**config.mk**
```make
export PLATFORM = sky130hd
export DESIGN_NAME = fetch_ctrl
export DESIGN_NICKNAME = d
export VERILOG_FILES = /design/src/rtl/fetch_ctrl_pkg.sv /design/src/rtl/fetch_ctrl_buf.sv /design/src/rtl/fetch_ctrl.sv
export SDC_FILE = /design/constraint.sdc
export NUM_CORES = 1
export LEC_CHECK = 0
export ABC_AREA = 1
export BUFFER_PORTS_ARGS = -buffer_cell sky130_fd_sc_hd__buf_4
export CORE_AREA = 2 2 204 126
export DETAILED_ROUTE_END_ITERATION = 12
export DIE_AREA = 0 0 206 128
export PLACE_DENSITY = 0.79
export SYNTH_ARGS = -nofsm -noshare
export SYNTH_HDL_FRONTEND = slang
export SYNTH_HIERARCHICAL = 1
export SYNTH_SLANG_ARGS = --single-unit
```
**constraint.sdc**
```tcl
create_clock -name clk -period 4.7 [get_ports clk]
set_input_delay 0.47 -clock clk [delete_from_list [all_inputs] [get_ports clk]]
set_output_delay 0.47 -clock clk [all_outputs]
set_load 0.05 [all_outputs]
```
**src/rtl/fetch_ctrl_pkg.sv**
```systemverilog
// Shared widths, reset PC and buffer entry layout for the instruction-fetch sequencer.
package fetch_ctrl_pkg;

   localparam int ADDR_SIZE  = 31;
   localparam int INSTR_SIZE = 31;

   typedef logic [ADDR_SIZE:0]  addr_t;
   typedef logic [INSTR_SIZE:0] instr_t;

   localparam addr_t FETCH_RESET_PC = '0;

   // One buffer slot: the returned instruction tagged with the PC it was fetched from
   typedef struct packed {
      instr_t instr;
      addr_t  pc;
   } fetch_entry_t;

   function automatic addr_t word_align(input addr_t a);
      return {a[ADDR_SIZE:2], 2'b00};
   endfunction

endpackage

```
**src/rtl/fetch_ctrl_buf.sv**
```systemverilog
// fetch_buf: synchronous FIFO of fetched instructions; flush outranks push and pop.
module fetch_buf
   import fetch_ctrl_pkg::*;
#(
   parameter int DEPTH = 4,
   localparam int PW = $clog2(DEPTH),
   localparam int CW = PW + 1
) (
   input  logic         clk,
   input  logic         rst_n,
   input  logic         flush,
   input  logic         push,
   input  fetch_entry_t push_data,
   input  logic         pop,
   output logic [CW-1:0] count,
   output fetch_entry_t head
);

   logic [PW-1:0] wr_ptr_q, wr_ptr_d;
   logic [PW-1:0] rd_ptr_q, rd_ptr_d;
   logic [CW-1:0] count_q, count_d;
   logic          do_push, do_pop;
   fetch_entry_t  mem_q [DEPTH];

   always_comb begin
      do_push  = push && !flush;
      do_pop   = pop && !flush && (count_q != '0);
      wr_ptr_d = wr_ptr_q;
      rd_ptr_d = rd_ptr_q;
      count_d  = count_q;
      if (flush) begin
         wr_ptr_d = '0;
         rd_ptr_d = '0;
         count_d  = '0;
      end else begin
         if (do_push) wr_ptr_d = wr_ptr_q + PW'(1);
         if (do_pop)  rd_ptr_d = rd_ptr_q + PW'(1);
         if (do_push && !do_pop)      count_d = count_q + CW'(1);
         else if (!do_push && do_pop) count_d = count_q - CW'(1);
      end
   end

   always_ff @(posedge clk or negedge rst_n) begin
      if (!rst_n) begin
         wr_ptr_q <= '0;
         rd_ptr_q <= '0;
         count_q  <= '0;
      end else begin
         wr_ptr_q <= wr_ptr_d;
         rd_ptr_q <= rd_ptr_d;
         count_q  <= count_d;
      end
   end

   // Storage carries no reset; only the pointers and count decide what is visible
   always_ff @(posedge clk) begin
      if (do_push) mem_q[wr_ptr_q] <= push_data;
   end

   assign count = count_q;
   assign head  = mem_q[rd_ptr_q];

   assert property (@(posedge clk) disable iff (!rst_n) do_push |-> (count_q < CW'(DEPTH)));

endmodule

```
**src/rtl/fetch_ctrl.sv**
```systemverilog
// fetch_ctrl: owns the PC, issues word-aligned imem reads and buffers tagged results for decode.
module fetch_ctrl
   import fetch_ctrl_pkg::*;
#(
   parameter addr_t RESET_PC = FETCH_RESET_PC,
   parameter int    DEPTH    = 4
) (
   input  logic                clk,
   input  logic                reset,
   input  logic                redirect,
   input  logic [ADDR_SIZE:0]  redirect_pc,
   output logic [ADDR_SIZE:0]  imem_addr,
   output logic                imem_enable,
   input  logic [INSTR_SIZE:0] imem_data,
   output logic                out_valid,
   input  logic                out_ready,
   output logic [INSTR_SIZE:0] out_instr,
   output logic [ADDR_SIZE:0]  out_pc
);

   localparam int CW = $clog2(DEPTH) + 1;

   addr_t         fetch_pc_q, fetch_pc_d;
   addr_t         pend_pc_q, pend_pc_d;
   logic          pend_q, pend_d;
   logic [CW-1:0] count;
   logic          do_redirect, push, pop;
   fetch_entry_t  push_data, head;

   assign out_valid = (count != '0);
   assign out_instr = head.instr;
   assign out_pc    = head.pc;

   // Issue only when buffer plus the in-flight response still fit, so a capture never overflows
   always_comb begin
      do_redirect = redirect && reset;
      imem_enable = 1'b0;
      imem_addr   = fetch_pc_q;
      if (do_redirect) begin
         imem_enable = 1'b1;
         imem_addr   = word_align(redirect_pc);
      end else if (reset && ((count + CW'(pend_q)) < CW'(DEPTH))) begin
         imem_enable = 1'b1;
      end
      fetch_pc_d      = imem_enable ? (imem_addr + addr_t'(4)) : fetch_pc_q;
      pend_d          = imem_enable;
      pend_pc_d       = imem_enable ? imem_addr : pend_pc_q;
      push            = pend_q && !do_redirect;
      pop             = out_valid && out_ready && !do_redirect;
      push_data.instr = imem_data;
      push_data.pc    = pend_pc_q;
   end

   always_ff @(posedge clk or negedge reset) begin
      if (!reset) begin
         fetch_pc_q <= RESET_PC;
         pend_q     <= 1'b0;
         pend_pc_q  <= RESET_PC;
      end else begin
         fetch_pc_q <= fetch_pc_d;
         pend_q     <= pend_d;
         pend_pc_q  <= pend_pc_d;
      end
   end

   fetch_buf #(.DEPTH(DEPTH)) u_buf (
      .clk       (clk),
      .rst_n     (reset),
      .flush     (do_redirect),
      .push      (push),
      .push_data (push_data),
      .pop       (pop),
      .count     (count),
      .head      (head)
   );

endmodule
```
After elaboration in Yosys (flattened, before gate mapping)

Memories as Yosys holds them, arrays and structs flattened.
Index checks and enable logic that the tools add are counted.

Memories kept: 1
ROM bits: 0
Output and inout port bits: 98
Input port bits: 68
Latch bits: 0
Register bits after elaboration: 72
Memory bits (writable): 256
Word-level logic and storage cells: 43

Multiply operators: 0
Bitwise gates (word level): 0
Reductions and logical operators: 17
Shift-type cells: 0
Equal/unequal tests: 0
Mux-type cells: 12
Add/subtract/negate cells: 6
Magnitude comparators: 1
Divide/modulo/power cells: 0

Memory list:

| memory      | depth | bits a word | rd ports | clocked after Yosys merged registers in | write ports | line                 | RTL |
|---|---|---|---|---|---|---|---|
| u_buf.mem_q | 4     | 64          | 1        | 0                                       | 1           | fetch_ctrl_buf.sv:23 | `fetch_entry_t mem_q [DEPTH];` |

Operator list:

| operator                                          | number |
|---|---|
| adder 32 x 3 -> 32 bit, second input constant     | 1 |
| two-way mux 32 bit                                | 1 |
| logical AND 1 bit                                 | 10 |
| two-way mux 3 bit                                 | 3 |
| two-way mux 2 bit                                 | 4 |
| nonzero test 3 bit                                | 2 |
| adder 2 x 1 -> 2 bit, second input constant       | 2 |
| two-way mux 1 bit                                 | 4 |
| nonzero test 2 bit                                | 2 |
| adder 3 x 1 -> 3 bit                              | 1 |
| adder 3 x 1 -> 3 bit, second input constant       | 1 |
| zero test 1 bit                                   | 3 |
| less-than comparator 3 bit, second input constant | 1 |
| subtractor 3 x 1 -> 3 bit, second input constant  | 1 |

Logic depth before layout (Yosys ltp)

Gate-level depths: netlist (run 1).

Depth in word-level cells: 9
Gate-level depth with buffers: 16
Mapped depth without buffers: 13

Hierarchy

The synthesis (run 1) kept the hierarchy.

Modules (own cells, without submodules):

| module     | seq. area each (µm²) | instances | area an instance (µm²) | cells each |
|---|---|---|---|---|
| fetch_buf  | 7862.5               | 1         | 9954.5                 | 684 |
| fetch_ctrl | 1576.5               | 1         | 4026.4                 | 554 |

Worst setup path after synthesis (run 1)

Ideal clock, no wire load.

Path type: input-to-reg
Start point: in redirect
End point: mem u_buf/mem_q[0][0] (netlist name), enable pin
Data required time: 4214 ps
Library setup time: 486 ps
Path buffers: 2
Setup slack: 395 ps
Arrival: 3819 ps
Stages: 7
Path through: buf_6 nand2_4 inv_2 buf_6 inv_1 nand2_1 nor2_1

Word-level cells in the longest chain between the ends: 6

RTL lines:

| item                                      | line                                   | RTL |
|---|---|---|
| start: declaration                        | fetch_ctrl.sv:10                       | `input logic redirect,` |
| logical AND 1 bit *                       | fetch_ctrl.sv:36                       | `do_redirect = redirect && reset;` |
| via do_redirect                           | fetch_ctrl.sv:27                       | `logic do_redirect, push, pop;` |
| zero test 1 bit *                         | fetch_ctrl_buf.sv:26, fetch_ctrl.sv:48 |  |
| logical AND 1 bit                         | fetch_ctrl.sv:48                       | `push = pend_q && !do_redirect;` |
| logical AND 1 bit *                       | fetch_ctrl_buf.sv:26                   | `do_push = push && !flush;` |
| two-way mux 1 bit *                       | fetch_ctrl_buf.sv:57                   | `if (do_push) mem_q[wr_ptr_q] <= push_data;` |
| two-way mux 1 bit (implied by the code) * | fetch_ctrl_buf.sv:57                   |  |
| end: declaration                          | fetch_ctrl_buf.sv:23                   |  |

Mark *: on every way through the listed nets, which the timed path passes. The rest lies on a longest branch.

Final worst setup path (run 1)

Start point: reg u_buf.rd_ptr_q[0]
End point: out out_pc[29]

Word-level cells in the longest chain between the ends: 1

RTL lines:

| item                     | line                 | RTL |
|---|---|---|
| start: declaration       | fetch_ctrl_buf.sv:20 | `logic [PW-1:0] rd_ptr_q, rd_ptr_d;` |
| start signal: assignment | fetch_ctrl_buf.sv:50 | `rd_ptr_q <= rd_ptr_d;` |
| memory read (4 x 64 bit) | -                    |  |
| end: declaration         | fetch_ctrl.sv:18     | `output logic [ADDR_SIZE:0] out_pc` |

No other way between the ends.

==> out/summary.txt, run 1 <==
Number of I/O port buffers - 163
Number of register bits inferred by synthesis - 326
Worst-path fanout max - 110
Drt drc - 0
Class of the worst hold path - in -> reg
Vertical die dimension - 128 um
Worst-Margin Slew - 1.098 ns
Met1 Wirelength - 13930 um
Register area - 9444 um^2
Count of max-cap constraint violations - 0
Clock slew seen by the registers of the worst setup and hold paths - 0.07 ns
Fin Setup TNS - 0 ns
TritonCTS buffer count - 30
Buffer cell driving the clock tree root - sky130_fd_sc_hd__clkbuf_16
Total global-route track usage - 0.2387
Die width - 206 um
Area of the multi-input gates - 3866 um^2
Final worst clock skew - 0.01402 ns
Final estimated routing congestion in global placement - 0.8791
Core area - 24660 um^2
Maximum vdd ir drop - 0.5917 mV
Final period utilization - 0.7344
Number of setup buffers added after CTS - 0
Mapped Avg Cell Area - 11.29 um^2
Critical path data arrival time - 2.98 ns
Total overflow reported by the global router - 0
Clock insertion delay at the later pin of the skew report - 0.55 ns
DRT Wirelength - 31310 um
Number of levels in the clock H-tree - 1
Power density normalized to cell area - 708.6 nW/um^2
Io pins - 166
Wire length of the first global-routing pass - 48820 um
Most common cell after layout, fill and taps aside - sky130_fd_sc_hd__edfxtp_1
Largest net degree at the start of global routing - 111
Final critical path time including I/O delays and setup - 3.452 ns
Syn Std Cell Area - 13980 um^2
Setup repair after global routing missed its margin - false
Iter 0 DRT Violations - 997
Outcome - finished clean
Fraction of layout instances using a drive strength above 1 - 0.2138
Cell area after layout - 16310 um^2
Routed wl met3 - 2130 um
Startpoint Class - flip-flop
CTS tree - built
Proportion of synthesized chip area in sequential cells - 0.6751
Total leakage power - 6.382 nW
Sum of net half-perimeters after detailed placement - 19340 um
Synthesized netlist net count - 1313
Gate count of the mapped netlist - 1238
Ratio of routed vias to standard cells - 5.618
Initial antenna violation count - 0
Number of different library cells in the post-synthesis netlist - 36
Total of warnings raised by yosys - 6
Cell area after placement - 15300 um^2
Number of max-slew violations in the final report - 0
Via count of the first global-routing pass - 9205
Required arrival time at the worst endpoint - 4.23 ns
Die Area - 26370 um^2
Nature of the critical path endpoint - output pin
Post-DR wirelength/cell - 18.03 um
Max clock buf depth - 3
Final net count - 1459
Starting utilization of the core area - 0.5669
Worst max-slew margin expressed relative to the limit - 0.2678
Number of cell rows - 45
Number of failing hold endpoints at the final stage - 0
Number of endpoints failing setup at the final stage - 0
Layout overhead on the synthesized area - 16.63%
Top layer in use - met4
Number of fillers in the final layout - 1843
Total via count after detailed routing - 9758
Sinks on Clock Net - 326
Peak Freq - 289.7 MHz
Number of antenna repair diodes - 0
Antenna Nets Post-Route - 0
Highest-count cells in the layout ignoring fill and taps - sky130_fd_sc_hd__edfxtp_1, sky130_fd_sc_hd__nand2_1, sky130_fd_sc_hd__nor2_1
Total length of routed met2 wires - 14710 um
Detailed Routing Iterations Pass 1 - 5
Path type of the worst setup path - reg -> out
[metal layers]
metal	vias to the layer above	global-route usage
li1	4591	-
met1	4776	0.3498
met2	342	0.3749
met3	49	0.04753
met4	0	0.05126
met5	-	0
[power by group]
part / switching, mW / internal (mW)
registers: 0.360 / 3.83
logic: 3.62 / 1.31
clock network: 1.03 / 1.40
[cell usage after synthesis, drive strengths merged]
cell type | instances | share of area
a21oi | 2 | 0.00072
a31oi | 2 | 0.00089
buf | 43 | 0.027
clkbuf | 21 | 0.0064
dfrtp | 70 | 0.13
edfxtp | 256 | 0.55
fa | 1 | 0.0014
ha | 6 | 0.0054
inv | 62 | 0.017
nand2 | 243 | 0.079
nand3 | 70 | 0.025
nand3b | 1 | 0.00054
nand4 | 4 | 0.0018
nor2 | 221 | 0.066
nor3 | 3 | 0.0011
o211ai | 6 | 0.0032
o21a | 1 | 0.00054
o21ai | 156 | 0.056
o21bai | 1 | 0.00054
o221ai | 1 | 0.00063
o22ai | 65 | 0.029
or2 | 2 | 0.00089
xor2 | 1 | 0.00063
[final cells by class]
type	instances	share of cell area
clock buffers	44	0.05364
clock inverters	12	0.007520
inverters	62	0.01443
multi-input cells	786	0.2371
flip-flops and latches	326	0.5792
well taps	329	0.02525
repair buffers	178	0.08287
[path summary, 6_finish.rpt]
| kind | startpoint | endpoint | slack [ns] | cells after the start |
|---|---|---|---|---|
| min in group asynchronous | reset | pend_pc_q[3]$_DFFE_PN0P_ | 0.41 | 2 |
| worst max-delay path | u_buf/rd_ptr_q[0]$_DFFE_PN0P_ | out_pc[29] | 1.25 | 4 |
| max in group asynchronous | reset | u_buf/rd_ptr_q[0]$_DFFE_PN0P_ | 3.16 | 3 |
| worst min register to register | fetch_pc_q[10]$_DFFE_PN0P_ | fetch_pc_q[10]$_DFFE_PN0P_ | 0.48 | 2 |
| worst max register to register | pend_q$_DFF_PN0_ | u_buf/mem_q[2][22]$_DFFE_PP_ | 2.30 | 5 |
| worst min-delay path | imem_data[8] | u_buf/mem_q[0][40]$_DFFE_PP_ | 0.11 | 1 |
[critical path, cell delays in order, from the launching register on]
cell and delay, ns:
sky130_fd_sc_hd__dfrtp_4 0.58, sky130_fd_sc_hd__buf_4 0.88, sky130_fd_sc_hd__o21ai_0 0.27, sky130_fd_sc_hd__o22ai_1 0.40
sky130_fd_sc_hd__buf_4 0.28
[repair_timing]
item                       CTS  global route
gates resized for setup      0             0
hold endpoints to repair    20             0
hold buffers                 1             0
setup endpoints to repair    0             0
[kinds of logic (layout without fill, tap and decap cells)]
family / after synthesis / in the layout / synth area share
fa+ha+maj: 7 / 7 / 0.006801
xor+xnor: 1 / 1 / 0.0006266
flops: 326 / 326 / 0.6751
simple gates: 544 / 544 / 0.1752
compound gates: 234 / 234 / 0.09173
buf+inv: 126 / 296 / 0.05047
[stage by stage]
stage                     hold slack (ns)    util  power, mW  std cells  setup WS, ns
after floorplan                    0.1744       -      7.724       1238        0.3950
after global placement             0.4494  0.6203      9.075       1680         1.536
after detailed placement           0.4533  0.6203      9.175       1680         1.485
after CTS                         0.08800  0.6612      11.62       1737         1.256
after global routing              0.09105  0.6612      12.09       1737         1.026
final                              0.1149  0.6612      11.55       1737         1.248
[flip-flops by register name, indices dropped and copies added (netlist names)]
signal	cells
pend_pc_q	30
pend_q	1
u_buf/wr_ptr_q	2
u_buf/count	3
fetch_pc_q	32
u_buf/mem_q	256
u_buf/rd_ptr_q	2
(Power assumes the default switching activity.)
==> run 2: changes to the inputs <==
clock period = 3.3 ns   (was 4.7 ns; I/O delays follow)
==> out/summary.txt, run 2 (synthesis gave the netlist of run 1 again) <==
Outcome - finished clean
Cells along the critical path - inv_4 -> buf_12 -> o21ai_1 -> o22ai_1 -> buf_4
Total via count after detailed routing - 9768
Final worst clock skew - 0.008357 ns
Setup repair after global routing missed its margin - false
CTS tree - built
Ratio of routed vias to standard cells - 5.497
Largest registers - u_buf/mem_q x256, fetch_pc_q x32, pend_pc_q x30
Io pins - 166
Max clock buf depth - 3
Class of the worst hold path - in -> reg
Number of max-slew violations in the final report - 0
Worst-path fanout max - 55
Reg2Reg Capture Point - u_buf/count[1]$_DFFE_PN0P_
Sinks on Clock Net - 326
TritonCTS buffer count - 29
Cells after DPL - 1691
Peak Freq - 360.1 MHz
End of the critical path - out_pc[24]
Post-DR wirelength/cell - 17.79 um
Final period utilization - 0.8415
Cell at the slowest stage of the critical path - sky130_fd_sc_hd__dfrtp_4
Cell area after placement - 15420 um^2
Number of I/O port buffers - 163
Die width - 206 um
Largest net degree at the start of global routing - 132
Worst max-slew margin expressed relative to the limit - 0.4625
Startpoint of the worst register-to-register path - u_buf/count[0]$_DFFE_PN0P_
Via count of the first global-routing pass - 9256
Final total power - 16.49 mW
Largest reg by FF count - u_buf/mem_q
Drt drc - 0
Most common cell after layout, fill and taps aside - sky130_fd_sc_hd__edfxtp_1
Path type of the worst setup path - reg -> out
Number of cells on the critical path - 5
Critical path data arrival time - 2.45 ns
Final Core Density - 0.6783
Power density normalized to cell area - 985.9 nW/um^2
Die Area - 26370 um^2
Critical Path Start - u_buf/rd_ptr_q[0]$_DFFE_PN0P_
Final net count - 1501
Antenna Nets Post-Route - 0
Buffer and inverter count on the worst path - 3
Number of antenna repair diodes - 0
Clock slew seen by the registers of the worst setup and hold paths - 0.07 ns
Count of max-cap constraint violations - 0
Fraction of layout instances using a drive strength above 1 - 0.2182
CP delay by family, top - buffers and inverters
Wire length of the first global-routing pass - 49310 um
Required arrival time at the worst endpoint - 2.97 ns
Total overflow reported by the global router - 0
Total leakage power - 6.567 nW
Detailed Routing Iterations Pass 1 - 5
Number of cells traversed by the worst register-to-register path - 8
Setup slack of the most critical reg-to-reg path - 1.23 ns
DRT Wirelength - 31620 um
Highest-count cells in the layout ignoring fill and taps - sky130_fd_sc_hd__edfxtp_1, sky130_fd_sc_hd__nand2_1, sky130_fd_sc_hd__nor2_1
Vertical die dimension - 128 um
Initial antenna violation count - 0
Nature of the critical path endpoint - output pin
Final critical path time including I/O delays and setup - 2.777 ns
Fin Setup TNS - 0 ns
Maximum vdd ir drop - 0.9225 mV
Buffer cell driving the clock tree root - sky130_fd_sc_hd__clkbuf_16
Number of standard cells in the final layout excluding fillers - 1777
Layout overhead on the synthesized area - 19.64%
Starting utilization of the core area - 0.5669
Cell area after layout - 16730 um^2
Clock insertion delay at the later pin of the skew report - 0.55 ns
Final estimated routing congestion in global placement - 0.9204
Core area - 24660 um^2
Max reg flops - 256
Number of failing hold endpoints at the final stage - 0
Number of levels in the clock H-tree - 1
Sum of net half-perimeters after detailed placement - 19610 um
Startpoint Class - flip-flop
Worst-Margin Slew - 0.8063 ns
Total global-route track usage - 0.2404
Iter 0 DRT Violations - 844
Number of cell rows - 45
Number of endpoints failing setup at the final stage - 0
Delay of the slowest cell on the worst path - 0.51 ns
-- run 2: timing repair --
item | CTS | global route
hold endpoints to repair | 148 | 0
resized for setup | 0 | 0
buffers inserted | 0 | 0
hold buffers | 33 | 0
-- run 2: worst min path at each step --
stage                              start                         to  slack, ns  cells past startpoint
after floorplan                    reset  fetch_pc_q[0]$_DFFE_PN0P_       0.03                      0
after global placement             reset  fetch_pc_q[3]$_DFFE_PN0P_       0.40                      2
after detailed placement           reset   pend_pc_q[4]$_DFFE_PN0P_       0.40                      2
after CTS                 redirect_pc[3]   pend_pc_q[3]$_DFFE_PN0P_       0.07                      3
after global routing      redirect_pc[3]   pend_pc_q[3]$_DFFE_PN0P_       0.11                      3
final                     redirect_pc[3]   pend_pc_q[3]$_DFFE_PN0P_       0.09                      3
-- run 2: worst register-to-register path: cells and delay by family, from the launching register on --
| kind | cells | cell delay (ns) |
|---|---|---|
| flops | 1 | 0.42 |
| buf+inv | 1 | 0.08 |
| fa+ha+maj | 2 | 0.67 |
| simple gates | 4 | 0.68 |
| compound gates | 1 | 0.14 |
-- run 2: final cells by class --
type                    count  area (um^2)
clock buffers              40        858.3
well taps                 329        411.6
inverters                  62        235.2
repair buffers            221         1792
clock inverters            13        120.1
flip-flops and latches    326         9444
fillers                  1787         7934
multi-input cells         786         3866
-- run 2: power by group --
part           internal (mW)  switching, mW  total (mW)
Sequential              5.46          0.483        5.94
Combinational           1.96           5.19        7.14
Clock                   1.92           1.50        3.41
Total                   9.33           7.16        16.5
-- run 2: per-stage QoR --
stage          hold slack, ns  setup slack [ns]
2_1_floorplan         0.03441           -0.8650
3_5_place_dp           0.4031            0.6839
5_1_grt                0.1084            0.4082
4_1_cts               0.07363            0.5182
6_report              0.09269            0.5232
3_3_place_gp           0.3987            0.7076
-- run 2: metal layers --
metal  vias up  global-route usage  share of wire
met5         -                   0              0
met4         0             0.04580          0.014
met3        42             0.04042          0.076
met2       367              0.3778           0.46
met1      4670              0.3595           0.45
li1       4689                   -              -
==> run 3: changes to the inputs <==
ABC_AREA = 0   (was 1)
CORE_AREA = 2 2 210 129   (was 2 2 204 126)
DIE_AREA = 0 0 212 131   (was 0 0 206 128)
PLACE_DENSITY = 0.75   (was 0.79)
clock period = 2.5 ns   (was 3.3 ns; I/O delays follow)
==> out/summary.txt, run 3 <==
Internal power of the cells - 12.38 mW
Reg2Reg Capture Point - u_buf/count[2]$_DFFE_PN0P_
Cell area after layout - 16700 um^2
Worst max-slew margin expressed relative to the limit - 0.6994
End of the critical path - out_pc[16]
Starting utilization of the core area - 0.5130
Path type of the worst setup path - reg -> out
Mapped Avg Cell Area - 16.16 um^2
Maximum vdd ir drop - 0.9015 mV
Iter 0 DRT Violations - 577
Cell type with the highest aggregate area in the netlist - sky130_fd_sc_hd__edfxtp_1
Buffer cell driving the clock tree root - sky130_fd_sc_hd__clkbuf_16
Total length of routed met2 wires - 13110 um
Proportion of synthesized chip area in sequential cells - 0.7088
Total via count after detailed routing - 7808
Syn Std Cell Area - 13320 um^2
Switching part of the total power - 0.3677
Cells along the critical path - buf_12 -> mux4_2 -> buf_4
Final estimated routing congestion in global placement - 0.8315
TritonCTS buffer count - 30
Number of antenna repair diodes - 0
Fraction of layout instances using a drive strength above 1 - 0.3284
Max clock buf depth - 3
Number of different library cells in the post-synthesis netlist - 52
Ratio of routed vias to standard cells - 5.418
Sum of net half-perimeters after detailed placement - 18900 um
Largest net degree at the start of global routing - 86
Worst-path fanout max - 30
Setup repair after global routing missed its margin - false
Post-DR wirelength/cell - 19.97 um
Fin Setup TNS - 0 ns
Synthesized netlist net count - 899
Delay of the slowest cell on the worst path - 0.60 ns
Final Core Density - 0.6433
Cell types with the largest area share after synthesis - sky130_fd_sc_hd__edfxtp_1, sky130_fd_sc_hd__dfrtp_1, sky130_fd_sc_hd__mux4_2
Required arrival time at the worst endpoint - 2.25 ns
DRT Wirelength - 28770 um
Via count of the first global-routing pass - 7889
Final worst clock skew - 0.007085 ns
Number of cell rows - 46
Final net count - 1132
Cells after DPL - 1350
Most used flip-flop cell after synthesis - sky130_fd_sc_hd__edfxtp_1
Switching power of the nets - 7.201 mW
Initial antenna violation count - 0
Critical path data arrival time - 2.12 ns
Worst-Margin Slew - 0.4384 ns
Class of the worst hold path - in -> reg
Most repeated cell in the gate-level netlist after synthesis - sky130_fd_sc_hd__edfxtp_1
Outcome - finished clean
Async set-reset flop share out of synthesis - 0.2147
Vertical die dimension - 131 um
Number of standard cells in the final layout excluding fillers - 1441
Number of levels in the clock H-tree - 1
Total of warnings raised by yosys - 6
Total overflow reported by the global router - 0
Antenna Nets Post-Route - 0
Wire length of the first global-routing pass - 44350 um
Critical Path Start - u_buf/rd_ptr_q[0]$_DFFE_PN0P_
Die Area - 27770 um^2
Number of cells on the critical path - 3
Relative contribution of the clock network to total power - 0.244
CP delay by family, top - multiplexers
Cell area after placement - 15270 um^2
Final critical path time including I/O delays and setup - 2.366 ns
Clock slew seen by the registers of the worst setup and hold paths - 0.06 ns
Top layer in use - met4
Most used standard cells in the synthesized netlist - sky130_fd_sc_hd__edfxtp_1, sky130_fd_sc_hd__nand2_1, sky130_fd_sc_hd__dfrtp_1
Routed wl met3 - 1723 um
Gate count of the mapped netlist - 824
Combinational share of power - 0.368
Number of endpoints failing setup at the final stage - 0
Clock insertion delay at the later pin of the skew report - 0.55 ns
Cell at the slowest stage of the critical path - sky130_fd_sc_hd__mux4_2
Setup slack of the most critical reg-to-reg path - 0.15 ns
Number of max-slew violations in the final report - 0
Final period utilization - 0.9463
Met1 Wirelength - 13470 um
Worst Hold Margin - 0.05075 ns
Max reg flops - 256
Largest registers - u_buf/mem_q x256, fetch_pc_q x32, pend_pc_q x30
Io pins - 166
Count of max-cap constraint violations - 0
Total of cells resized after clock tree synthesis - 0
Share of the synthesized area in the top cell type - 0.5773
Layout overhead on the synthesized area - 25.39%
Largest reg by FF count - u_buf/mem_q
Startpoint Class - flip-flop
Number of flops mapped to enable cells by yosys - 256
Die width - 212 um
Peak Freq - 422.7 MHz
Power density normalized to cell area - 1173 nW/um^2
Drt drc - 0
Number of cells traversed by the worst register-to-register path - 9
Number of failing hold endpoints at the final stage - 0
Part of the total power dissipated in sequential elements - 0.388
Total global-route track usage - 0.2118
Most common cell after layout, fill and taps aside - sky130_fd_sc_hd__edfxtp_1
Number of I/O port buffers - 163
Detailed Routing Iterations Pass 1 - 5
Core area - 25960 um^2
Number of register bits inferred by synthesis - 326
Startpoint of the worst register-to-register path - u_buf/count[1]$_DFFE_PN0P_
Sinks on Clock Net - 326
Highest-count cells in the layout ignoring fill and taps - sky130_fd_sc_hd__edfxtp_1, sky130_fd_sc_hd__buf_4, sky130_fd_sc_hd__nand2_1
Total leakage power - 6.295 nW
Buffer and inverter count on the worst path - 2
CTS tree - built
Nature of the critical path endpoint - output pin
[run 3: cell types whose count changed in the layout (fill, tap and decap cells not counted), moves of 11 or more]
cell | previous run | this run
sky130_fd_sc_hd__nor2_1 | 197 | 25
sky130_fd_sc_hd__o21ai_0 | 101 | 17
sky130_fd_sc_hd__o22ai_1 | 65 | 0
sky130_fd_sc_hd__mux4_2 | 0 | 64
sky130_fd_sc_hd__nand3_1 | 69 | 13
sky130_fd_sc_hd__inv_1 | 55 | 11
sky130_fd_sc_hd__o21ai_1 | 54 | 17
sky130_fd_sc_hd__nand2_1 | 202 | 166
sky130_fd_sc_hd__nand2_2 | 22 | 1
sky130_fd_sc_hd__xnor2_1 | 0 | 18
sky130_fd_sc_hd__nand2_4 | 19 | 2
sky130_fd_sc_hd__nand4_1 | 4 | 18
sky130_fd_sc_hd__nor2_4 | 13 | 0
sky130_fd_sc_hd__nor2_2 | 11 | 0
[run 3: cell type report]
cell class              count  area (um^2)
clock buffers              42        877.1
repair buffers            240         2062
multi-input cells         447         3640
flip-flops and latches    326         9447
well taps                 360        450.4
clock inverters            14        173.9
inverters                  12        47.55
fillers                  1838         9260
[run 3: per-layer routing]
layer  up-vias  GRT usage
li1       3587          -
met1      3951     0.3150
met2       234     0.3333
met3        36    0.03944
met4         0    0.04225
met5         -          0
[run 3: timing repair]
item | 4_1_cts | 5_1_grt
hold buffers | 34 | 0
hold endpoints to repair | 198 | 0
buffers inserted | 0 | 1
endpoints found under the setup margin | 0 | 2
[run 3: worst min path at each step]
| stage | start | to | depth (start not counted) |
|---|---|---|---|
| after floorplan | reset | fetch_pc_q[0]$_DFFE_PN0P_ | 0 |
| after global placement | reset | pend_pc_q[11]$_DFFE_PN0P_ | 2 |
| after detailed placement | reset | pend_pc_q[8]$_DFFE_PN0P_ | 2 |
| after CTS | redirect_pc[4] | fetch_pc_q[4]$_DFFE_PN0P_ | 4 |
| after global routing | redirect_pc[4] | fetch_pc_q[4]$_DFFE_PN0P_ | 4 |
| final | redirect_pc[4] | fetch_pc_q[4]$_DFFE_PN0P_ | 4 |
[run 3: per-stage QoR]
step           worst slack (ns)  power, mW
2_1_floorplan           0.01137      12.54
3_3_place_gp            0.05852      14.76
3_5_place_dp            0.04046      14.89
4_1_cts                 0.04834      19.74
5_1_grt                 0.01551      20.46
6_report                 0.1342      19.59
[run 3: cell families after synthesis]
family	Yosys count	share of synthesized area
compound gates	72	0.03354
buf+inv	51	0.02067
flops	326	0.7088
simple gates	268	0.09631
fa+ha+maj	7	0.007141
xor+xnor	26	0.01710
mux	74	0.1164
[run 3: worst reg2reg max path, cell delays in order (launching register included)]
cell and delay (ns):
sky130_fd_sc_hd__dfrtp_1 0.35, sky130_fd_sc_hd__or3_4 0.13, sky130_fd_sc_hd__and3_1 0.18, sky130_fd_sc_hd__o31ai_1 0.09, sky130_fd_sc_hd__or2_2 0.28, sky130_fd_sc_hd__ha_1 0.23
sky130_fd_sc_hd__fa_1 0.41, sky130_fd_sc_hd__xnor2_1 0.15, sky130_fd_sc_hd__or3_1 0.30, sky130_fd_sc_hd__a21oi_1 0.16
[run 3: power groups by stage]
stage          registers [mW]  logic (mW)  clock network, mW
4_1_cts                  7.64        7.22               4.87
3_3_place_gp             7.69        7.07                  0
5_1_grt                  7.73        7.63               5.10
2_1_floorplan            7.48        5.06                  0
6_report                 7.61        7.20               4.78
3_5_place_dp             7.75        7.14                  0
